$ cat src/rtl/puf_ctrl_pkg.sv
// Shared definitions for the PUF challenge sequencer.
//   - puf_state_e : sequencer FSM states, visible on the debug port
//   - DEF_*       : default parameter values
//   - PHASE_W     : phase counter width
//   - CNT_W       : vote / ones counter width
package puf_ctrl_pkg;

  localparam int DEF_CHAL_W        = 32;
  localparam int DEF_SETTLE_CYCLES = 8;
  localparam int DEF_VOTES         = 5;

  localparam int PHASE_W = 8;
  // 4 bits hold up to 15, which covers every legal VOTES value.
  localparam int CNT_W   = 4;

  typedef enum logic [2:0] {
    ST_IDLE      = 3'd0,
    ST_PRECHARGE = 3'd1,
    ST_LAUNCH    = 3'd2,
    ST_SAMPLE    = 3'd3,
    ST_RESP      = 3'd4
  } puf_state_e;

endpackage

$ cat src/rtl/puf_resp_sync.sv
// Two-flop synchronizer that brings the arbiter response into the clk domain.
//   clk    : destination clock
//   rst_n  : asynchronous active-low reset, both flops clear to 0
//   d      : asynchronous input (PUF out_Q)
//   q      : synchronized output, two clk edges of latency
module puf_resp_sync (
  input  logic clk,
  input  logic rst_n,
  input  logic d,
  output logic q
);

  logic meta_q;

  always_ff @(posedge clk or negedge rst_n) begin
    if (!rst_n) begin
      meta_q <= 1'b0;
      q      <= 1'b0;
    end else begin
      meta_q <= d;
      q      <= meta_q;
    end
  end

endmodule

$ cat src/rtl/puf_challenge_sequencer.sv
// Drives one challenge into the arbiter PUF array, fires VOTES
// precharge/launch cycles on the shared start net and returns a
// majority-voted response bit plus an all-votes-agree flag.
//
// Ports:
//   clk, rst_n          : clock, asynchronous active-low reset
//   req_valid/req_ready : challenge request handshake, req_chal payload
//   rsp_valid/rsp_ready : response handshake, rsp_bit / rsp_stable payload
//   puf_chal            : registered challenge bus to the PUF
//   puf_launch          : registered start edge to the PUF in_X / in_Y
//   puf_resp            : PUF out_Q, asynchronous to clk
//   dbg_state           : current FSM state
//
// Handshakes: a transfer happens on a rising clk edge where valid and ready
// are both 1. req_ready is 1 only in IDLE; req_valid at other times is
// ignored. rsp_valid, once raised, stays 1 with rsp_bit / rsp_stable held
// until the edge where rsp_ready is also 1; rsp_ready alone does nothing.
module puf_challenge_sequencer
  import puf_ctrl_pkg::*;
#(
  parameter int CHAL_W        = DEF_CHAL_W,
  parameter int SETTLE_CYCLES = DEF_SETTLE_CYCLES,
  parameter int VOTES         = DEF_VOTES
) (
  input  logic              clk,
  input  logic              rst_n,
  input  logic              req_valid,
  output logic              req_ready,
  input  logic [CHAL_W-1:0] req_chal,
  output logic              rsp_valid,
  input  logic              rsp_ready,
  output logic              rsp_bit,
  output logic              rsp_stable,
  output logic [CHAL_W-1:0] puf_chal,
  output logic              puf_launch,
  input  logic              puf_resp,
  output puf_state_e        dbg_state
);

  localparam logic [PHASE_W-1:0] PHASE_LAST = PHASE_W'(SETTLE_CYCLES - 1);
  localparam logic [CNT_W-1:0]   VOTES_C    = CNT_W'(VOTES);
  localparam logic [CNT_W-1:0]   HALF_C     = CNT_W'(VOTES / 2);

  puf_state_e         state_q, state_d;
  logic [PHASE_W-1:0] phase_q;
  logic [CNT_W-1:0]   vote_q, ones_q;
  logic [CNT_W-1:0]   vote_inc, ones_inc;
  logic               resp_sync;
  logic               accept, rsp_done;

  puf_resp_sync u_sync (
    .clk   (clk),
    .rst_n (rst_n),
    .d     (puf_resp),
    .q     (resp_sync)
  );

  assign req_ready = (state_q == ST_IDLE);
  assign dbg_state = state_q;
  assign accept    = req_valid && req_ready;
  assign rsp_done  = (state_q == ST_RESP) && rsp_ready;
  assign vote_inc  = vote_q + CNT_W'(1);
  assign ones_inc  = ones_q + {{(CNT_W-1){1'b0}}, resp_sync};

  always_comb begin
    state_d = state_q;
    case (state_q)
      ST_IDLE:      if (accept)                state_d = ST_PRECHARGE;
      ST_PRECHARGE: if (phase_q == PHASE_LAST) state_d = ST_LAUNCH;
      ST_LAUNCH:    if (phase_q == PHASE_LAST) state_d = ST_SAMPLE;
      ST_SAMPLE:    state_d = (vote_inc == VOTES_C) ? ST_RESP : ST_PRECHARGE;
      ST_RESP:      if (rsp_ready)             state_d = ST_IDLE;
      default:      state_d = ST_IDLE;
    endcase
  end

  always_ff @(posedge clk or negedge rst_n) begin
    if (!rst_n) begin
      state_q    <= ST_IDLE;
      phase_q    <= '0;
      vote_q     <= '0;
      ones_q     <= '0;
      puf_chal   <= '0;
      puf_launch <= 1'b0;
      rsp_valid  <= 1'b0;
      rsp_bit    <= 1'b0;
      rsp_stable <= 1'b0;
    end else begin
      state_q <= state_d;

      // Phase counter restarts on every state change and only runs in the
      // two timed phases.
      if (state_d != state_q) begin
        phase_q <= '0;
      end else if (state_q == ST_PRECHARGE || state_q == ST_LAUNCH) begin
        phase_q <= phase_q + PHASE_W'(1);
      end else begin
        phase_q <= '0;
      end

      if (accept) begin
        puf_chal <= req_chal;
        vote_q   <= '0;
        ones_q   <= '0;
      end else if (state_q == ST_SAMPLE) begin
        vote_q <= vote_inc;
        ones_q <= ones_inc;
      end

      // Registered from the current state: the start net is high for the
      // SETTLE_CYCLES cycles following LAUNCH entry and falls on the edge
      // that leaves SAMPLE.
      puf_launch <= (state_q == ST_LAUNCH);

      if (state_q == ST_SAMPLE && state_d == ST_RESP) begin
        rsp_valid  <= 1'b1;
        rsp_bit    <= (ones_inc > HALF_C);
        rsp_stable <= (ones_inc == '0) || (ones_inc == VOTES_C);
      end else if (rsp_done) begin
        rsp_valid <= 1'b0;
      end
    end
  end

endmodule

$ cat config.mk
export PLATFORM = sky130hd
export DESIGN_NAME = puf_challenge_sequencer
export DESIGN_NICKNAME = d
export VERILOG_FILES = /design/src/rtl/puf_ctrl_pkg.sv /design/src/rtl/puf_resp_sync.sv /design/src/rtl/puf_challenge_sequencer.sv
export SDC_FILE = /design/constraint.sdc
export NUM_CORES = 1
export LEC_CHECK = 0
export ABC_AREA = 1
export CORE_MARGIN = 1
export CORE_UTILIZATION = 62
export CTS_CLUSTER_SIZE = 25
export DETAILED_ROUTE_END_ITERATION = 10
export DONT_BUFFER_PORTS = 1
export GPL_TIMING_DRIVEN = 0
export PLACE_DENSITY = 0.81
export SKIP_LAST_GASP = 1
export SLEW_MARGIN = 10
export SYNTH_ARGS = -nofsm -noshare
export SYNTH_HDL_FRONTEND = slang
export SYNTH_HIERARCHICAL = 1
export SYNTH_SLANG_ARGS = --single-unit
$ cat constraint.sdc
create_clock -name clk -period 1.65 [get_ports clk]
set_input_delay 0.33 -clock clk [delete_from_list [all_inputs] [get_ports clk]]
set_output_delay 0.33 -clock clk [all_outputs]
set_load 0.005 [all_outputs]
==> qor.txt, run 1 <==
ANT nets after route: 0
Synth cell count leaders: nand2_1, dfrtp_1, inv_1, nor2_1, nand3_1
Synth-to-layout area growth: 12.5%
Dominant cell type by area after synthesis: dfrtp_1
Post-DP HPWL: 3220 microns
CTS Buf Count: 9
Initial antenna violation count: 0
Area of the core: 0.00372 sq mm
Register Area: 0.00143 sq mm
Drt wl/cell: 13.8 microns
Yosys cell types: 25
CP max stage cell: dfrtp_1
Slew Limit Fails: 0
Tcrit/Tclk final: 0.949
Vias per std cell: 5.48
Critical path's largest stage delay: 450 ps
Root Driver: clkbuf_8
Total power: 4.52 mW
Cell Int Power: 3.03 mW
Max-Cap Viols: 0
Clk_lat worst skew: 340 ps
Die Span X: 64.8 microns
Inst Count DP: 331
Global-route wire length before repair: 7820 microns
Overall Global Routing Usage: 0.253
Vias in the first global route: 1,792
Run status: finished with violations
Nets: 338
CP Buf/Inv Count: 2
Cell leakage power: 1.45 nW
Post-synthesis register bit count: 57
Failing checks: hold timing
GR Overflow Total: 0
Post-Route WL: 4810 microns
Worst path top cell family by delay: simple AND/OR/NAND/NOR gates
PwrDens: 1640 mW/mm^2
Final Non-Filler Cells: 349
Comb pwr share: 0.206
DRC violations left: 0
CP Max Fanout: 9
Fmax: 639 MHz
RSZ-0062 raised after global routing: yes
Diodes inserted: 0
Placer congestion estimate: 0.778
Rows: 22
Initial Util: 0.659
Worst Max-Slew Pin Slew: 262 ps
Die Area: 0.00420 sq mm
Asr flop ratio synth: 1.00
Syn Area/Cell: 8.65 sq um
Worst path cell trace: inv_4, nand2_2, nor3_4, inv_2, nand2_1, nor2_1, nand3_1, nand2_1, nand2_1, nor2_1
Clock Path Buffers: 2
Crit path top cell by count: nand2_1
WHS: -317 ps
Sw Share: 0.329
Arr. time, crit path: 1790 ps
Crit end category: flop
CTS clk-pin slew, worst paths: 60 ps
Area share of the largest cell type after synthesis: 0.583
Ys flop type: dfrtp_1
Layout fillers: 295
Layout cell share with drive strength beyond 1: 0.143
Required @ worst endpoint: 1870 ps
Register area share after synthesis: 0.583
Clock skew: 4.96 ps
Die Y: 64.8 microns
Largest net degree at the start of global routing: 58
First-pass DRT Iterations: 4
CTS H-tree lvls: 3
Initial DRC Count: 121
Post-DP Area: 0.00251 sq mm
Finished Cell Area: 0.00275 sq mm
Post-synth EDFFs: 0
CTS tree: done
Vias: 1,912
Warnings, synthesis: 6
Buffers on Ports: 0
Multi-input combinational cell area: 912 sq um
Worst slew margin: 0.825
Count leader, synth: nand2_1
Critical Path Start Type: flop
Worst hold path class: primary input to asynchronous set/reset pin
Setup CP Type: flop to flop
Flop pwr share: 0.496
Fin crit period: 1570 ps
Final setup vio count: 0
Synth top area cells: dfrtp_1, nand2_1, inv_1
Mapped Area: 0.00245 sq mm
IO Count: 77
Setup TNS Final: 0 ps
Clk pwr share: 0.297
Max VDD drop: 0.000965 V
Clk sinks: 57
Switching pwr: 1.49 mW
Synthesized Nets: 325
Post-Synthesis Cells: 283
Fin. Hold Viols: 57
## per-layer routing
layer | global-route usage | wire length, microns | up-vias
met5 | 0 | 0 | -
met4 | 0.106 | 87 | 0
met3 | 0.113 | 445 | 11
met2 | 0.376 | 2270 | 81
met1 | 0.321 | 2010 | 908
li1 | - | - | 912
## sequential cells by signal, summed over array words and instances, names as in the netlist
name           count
puf_chal          32
phase_q            8
ones_q             4
vote_q             4
dbg_state          3
puf_launch         1
rsp_bit            1
rsp_stable         1
rsp_valid          1
u_sync/meta_q      1
u_sync/q           1
## what timing repair did
action,in CTS,in global routing
pin swaps,1,1
hold endpoints to repair,57,57
buffers inserted,1,1
gates cloned,0,0
setup endpoints to repair,3,14
resized for setup,0,8
## cell type report
cell class,instances,area share
flip-flops and latches,57,0.519
clock inverters,2,0.0127
clock buffers,14,0.0627
repair buffers,2,0.00545
multi-input cells,194,0.331
plain buffers,6,0.0109
inverters,26,0.0363
well taps,48,0.0218
## power by group through the flow
| stage | combinational, mW | sequential (mW) | clock (mW) |
|---|---|---|---|
| detailed placement | 0.917 | 2.25 | 0 |
| global route | 1.08 | 2.29 | 1.43 |
| floorplan | 0.741 | 2.16 | 0 |
| finish | 0.932 | 2.24 | 1.34 |
| CTS | 0.923 | 2.24 | 1.36 |
| global placement | 0.849 | 2.26 | 0 |
## through the flow
stage / hold slack [ps] / worst slack (ps) / util
after detailed placement: 35.7 / -18.3 / 0.675
after global routing: -335 / -13.3 / 0.741
final: -317 / 83.8 / 0.741
after floorplan: 34.4 / 244 / -
after CTS: -322 / 12.8 / 0.733
after global placement: 35.6 / 5.55 / 0.675
## worst paths after layout
kind                                          from                       to  slack [ps]  depth (start not counted)
max                         dbg_state[1]$_DFF_PN0_     phase_q[0]$_DFF_PN0_          80                         10
min                                          rst_n   dbg_state[2]$_DFF_PN0_        -320                          0
max reg2reg                 dbg_state[1]$_DFF_PN0_     phase_q[0]$_DFF_PN0_          80                         10
min reg2reg                u_sync/meta_q$_DFF_PN0_       u_sync/q$_DFF_PN0_         350                          0
max in group asynchronous                    rst_n  puf_chal[3]$_DFFE_PN0P_        1860                          0
min in group clk                          puf_resp  u_sync/meta_q$_DFF_PN0_          20                          0
## layout by cell type (no fill, tap or decap), types with 2 or more instances in the layout
| cell type | count |
|---|---|
| nor2_1 | 13 |
| ha_1 | 5 |
| xor2_1 | 2 |
| nand3_1 | 10 |
| nor3_4 | 2 |
| clkbuf_1 | 2 |
| a21oi_1 | 6 |
| dfrtp_1 | 55 |
| nand2_1 | 125 |
| inv_2 | 8 |
| buf_4 | 2 |
| nor2_2 | 3 |
| dfrtp_2 | 2 |
| clkbuf_8 | 12 |
| nor3_1 | 3 |
| inv_1 | 17 |
| nand2_2 | 2 |
| o22ai_1 | 3 |
| o21ai_1 | 2 |
| buf_2 | 6 |
| o21ai_0 | 8 |
## kinds of logic after synthesis
family | count (synthesis) | share of synthesized area
AND/OR/NAND/NOR | 164 | 0.280
flip-flops | 57 | 0.583
buffers and inverters | 32 | 0.0521
AO/OA/AOI/OAI | 22 | 0.0491
XOR/XNOR | 3 | 0.0107
adder cells (fa/ha/maj) | 5 | 0.0255
No activity file was read; power rests on OpenSTA's default activity.
==> run 2, diff against run 1 <==
--- a/config.mk
+++ b/config.mk
@@ -6,6 +6,7 @@
 export NUM_CORES = 1
 export LEC_CHECK = 0
 export ABC_AREA = 1
+export CORE_ASPECT_RATIO = 1.5
 export CORE_MARGIN = 1
 export CORE_UTILIZATION = 62
 export CTS_CLUSTER_SIZE = 25
==> run 2 against run 1 <==
  * The run still ends with hold timing left
  * Largest cell class unchanged
  * Design area is 1.8% higher
  * Via count is 1.1% lower
  * Total power is 4.7% higher
  * Non-clock buffer count is 4 higher
  * Combinational power is 4.3% higher
  * Wire length is 2.4% higher
  * Largest power group unchanged
  * Clock-buffer cell count is 1 lower
  * Setup slack better by 35 ps
  * Global-route usage is 0.46 points higher
  * Utilization is 1.3 points higher
  * Sequential share of layout area is 0.88 points lower
  * Final cell count is 0.57% lower
==> qor.txt, run 2 (same netlist as run 1, synthesis figures left out) <==
Run status: finished with violations
Failing checks: hold timing
Clk sinks: 57
Worst slew margin: 0.817
Reg-to-Reg Start: vote_q[0]$_DFFE_PN0P_
Slew Limit Fails: 0
Drt wl/cell: 14.2 microns
Setup TNS Final: 0 ps
R2R setup slack: 120 ps
Initial Util: 0.659
Die Span X: 53.3 microns
Root Driver: clkbuf_8
Setup CP Type: flop to flop
CP Max Fanout: 4
Required @ worst endpoint: 1900 ps
Fmax: 653 MHz
Worst Max-Slew Pin Slew: 272 ps
Layout cell share with drive strength beyond 1: 0.161
Critical Path Start Type: flop
Arr. time, crit path: 1780 ps
Tcrit/Tclk final: 0.928
CTS clk-pin slew, worst paths: 70 ps
WHS: -314 ps
Synth-to-layout area growth: 14.5%
Vias per std cell: 5.45
Clock Path Buffers: 2
Post-DP HPWL: 3240 microns
Crit end category: flop
Area of the core: 0.00372 sq mm
Rows: 27
Clock skew: 7.53 ps
Largest register by flop count: puf_chal
Buffers on Ports: 0
Final setup vio count: 0
Max VDD drop: 0.00112 V
IO Count: 77
Initial DRC Count: 54
Initial antenna violation count: 0
First-pass DRT Iterations: 4
Vias in the first global route: 1,801
Fin. Hold Viols: 57
Cell leakage power: 1.48 nW
Largest net degree at the start of global routing: 58
ANT nets after route: 0
Worst hold path class: primary input to asynchronous set/reset pin
Inst Count DP: 326
Overall Global Routing Usage: 0.258
Global-route wire length before repair: 7710 microns
CTS H-tree lvls: 3
Worst reg2reg path depth: 10
Placer congestion estimate: 0.812
Clk_lat worst skew: 330 ps
Reg2Reg Capture Point: phase_q[3]$_DFF_PN0_
Most common cell after layout, fill and taps aside: nand2_1
Final Non-Filler Cells: 347
Biggest regs: puf_chal (32), phase_q (8)
DRC violations left: 0
Diodes inserted: 0
Die Y: 79.0 microns
Nets: 342
CTS tree: done
Fin crit period: 1530 ps
Max-Cap Viols: 0
Beginning of the critical path: vote_q[0]$_DFFE_PN0P_
GR Overflow Total: 0
Vias: 1,891
CTS Buf Count: 9
PwrDens: 1690 mW/mm^2
Die Area: 0.00421 sq mm
Post-Route WL: 4930 microns
Max reg flops: 32
Most frequent cells in the layout: nand2_1, dfrtp_1, inv_1
run 2: metrics by stage:
step                area, sq um   util  power (mW)  hold slack, ps  setup WS [ps]
finish                     2800  0.755        4.73            -314            118
CTS                        2750  0.739        4.70            -317           2.93
detailed placement         2500  0.673        3.17            35.6           2.68
global route               2800  0.755        4.98            -327          -20.0
floorplan                  2450      -        2.90            34.4            244
global placement           2500  0.673        3.10            35.6           31.4
run 2: critical path: stages (launching register included):
cell	delay, ps
dfrtp_1	420
ha_1	220
nand2_1	70
nand2_1	70
nor2_1	80
nand2_1	90
nand2_2	90
nand3_1	110
nand2_1	110
nand2_2	80
nor2_1	110
run 2: layout make-up:
class	instances	area [sq um]
buffer	6	30.0
timing repair buffer	6	48.8
sequential	57	1430
tap	43	53.8
inverter	26	103
clock buffer	13	169
clock inverter	2	60.1
multi-input combinational	194	910
fill	278	912
run 2: where the power goes:
group	switching, mW	leakage (nW)	total [mW]	internal [mW]
registers	0.392	0.725	2.25	1.86
logic	0.600	0.634	0.972	0.372
clock network	0.534	0.116	1.50	0.967
total	1.53	1.48	4.73	3.20
run 2: worst max path at each step:
stage | end | slack (ps) | cells past startpoint
after floorplan | rsp_stable$_DFFE_PN0P_ | 240 | 6
after global placement | phase_q[3]$_DFF_PN0_ | 30 | 10
after detailed placement | phase_q[3]$_DFF_PN0_ | 3 | 10
after CTS | phase_q[3]$_DFF_PN0_ | 3 | 10
after global routing | phase_q[0]$_DFF_PN0_ | -20 | 12
final | phase_q[3]$_DFF_PN0_ | 120 | 10
run 2: what timing repair did:
action / CTS / global route
pin swaps: 1 / 3
endpoints found under the hold margin: 57 / 57
endpoints found under the setup margin: 3 / 4
gates resized for setup: 0 / 11
buffers inserted: 2 / 4
run 2: metal layers:
metal	track usage	share of wire
met3	0.0900	0.068
met1	0.298	0.40
met4	0.118	0.020
met2	0.416	0.51
met5	0	0
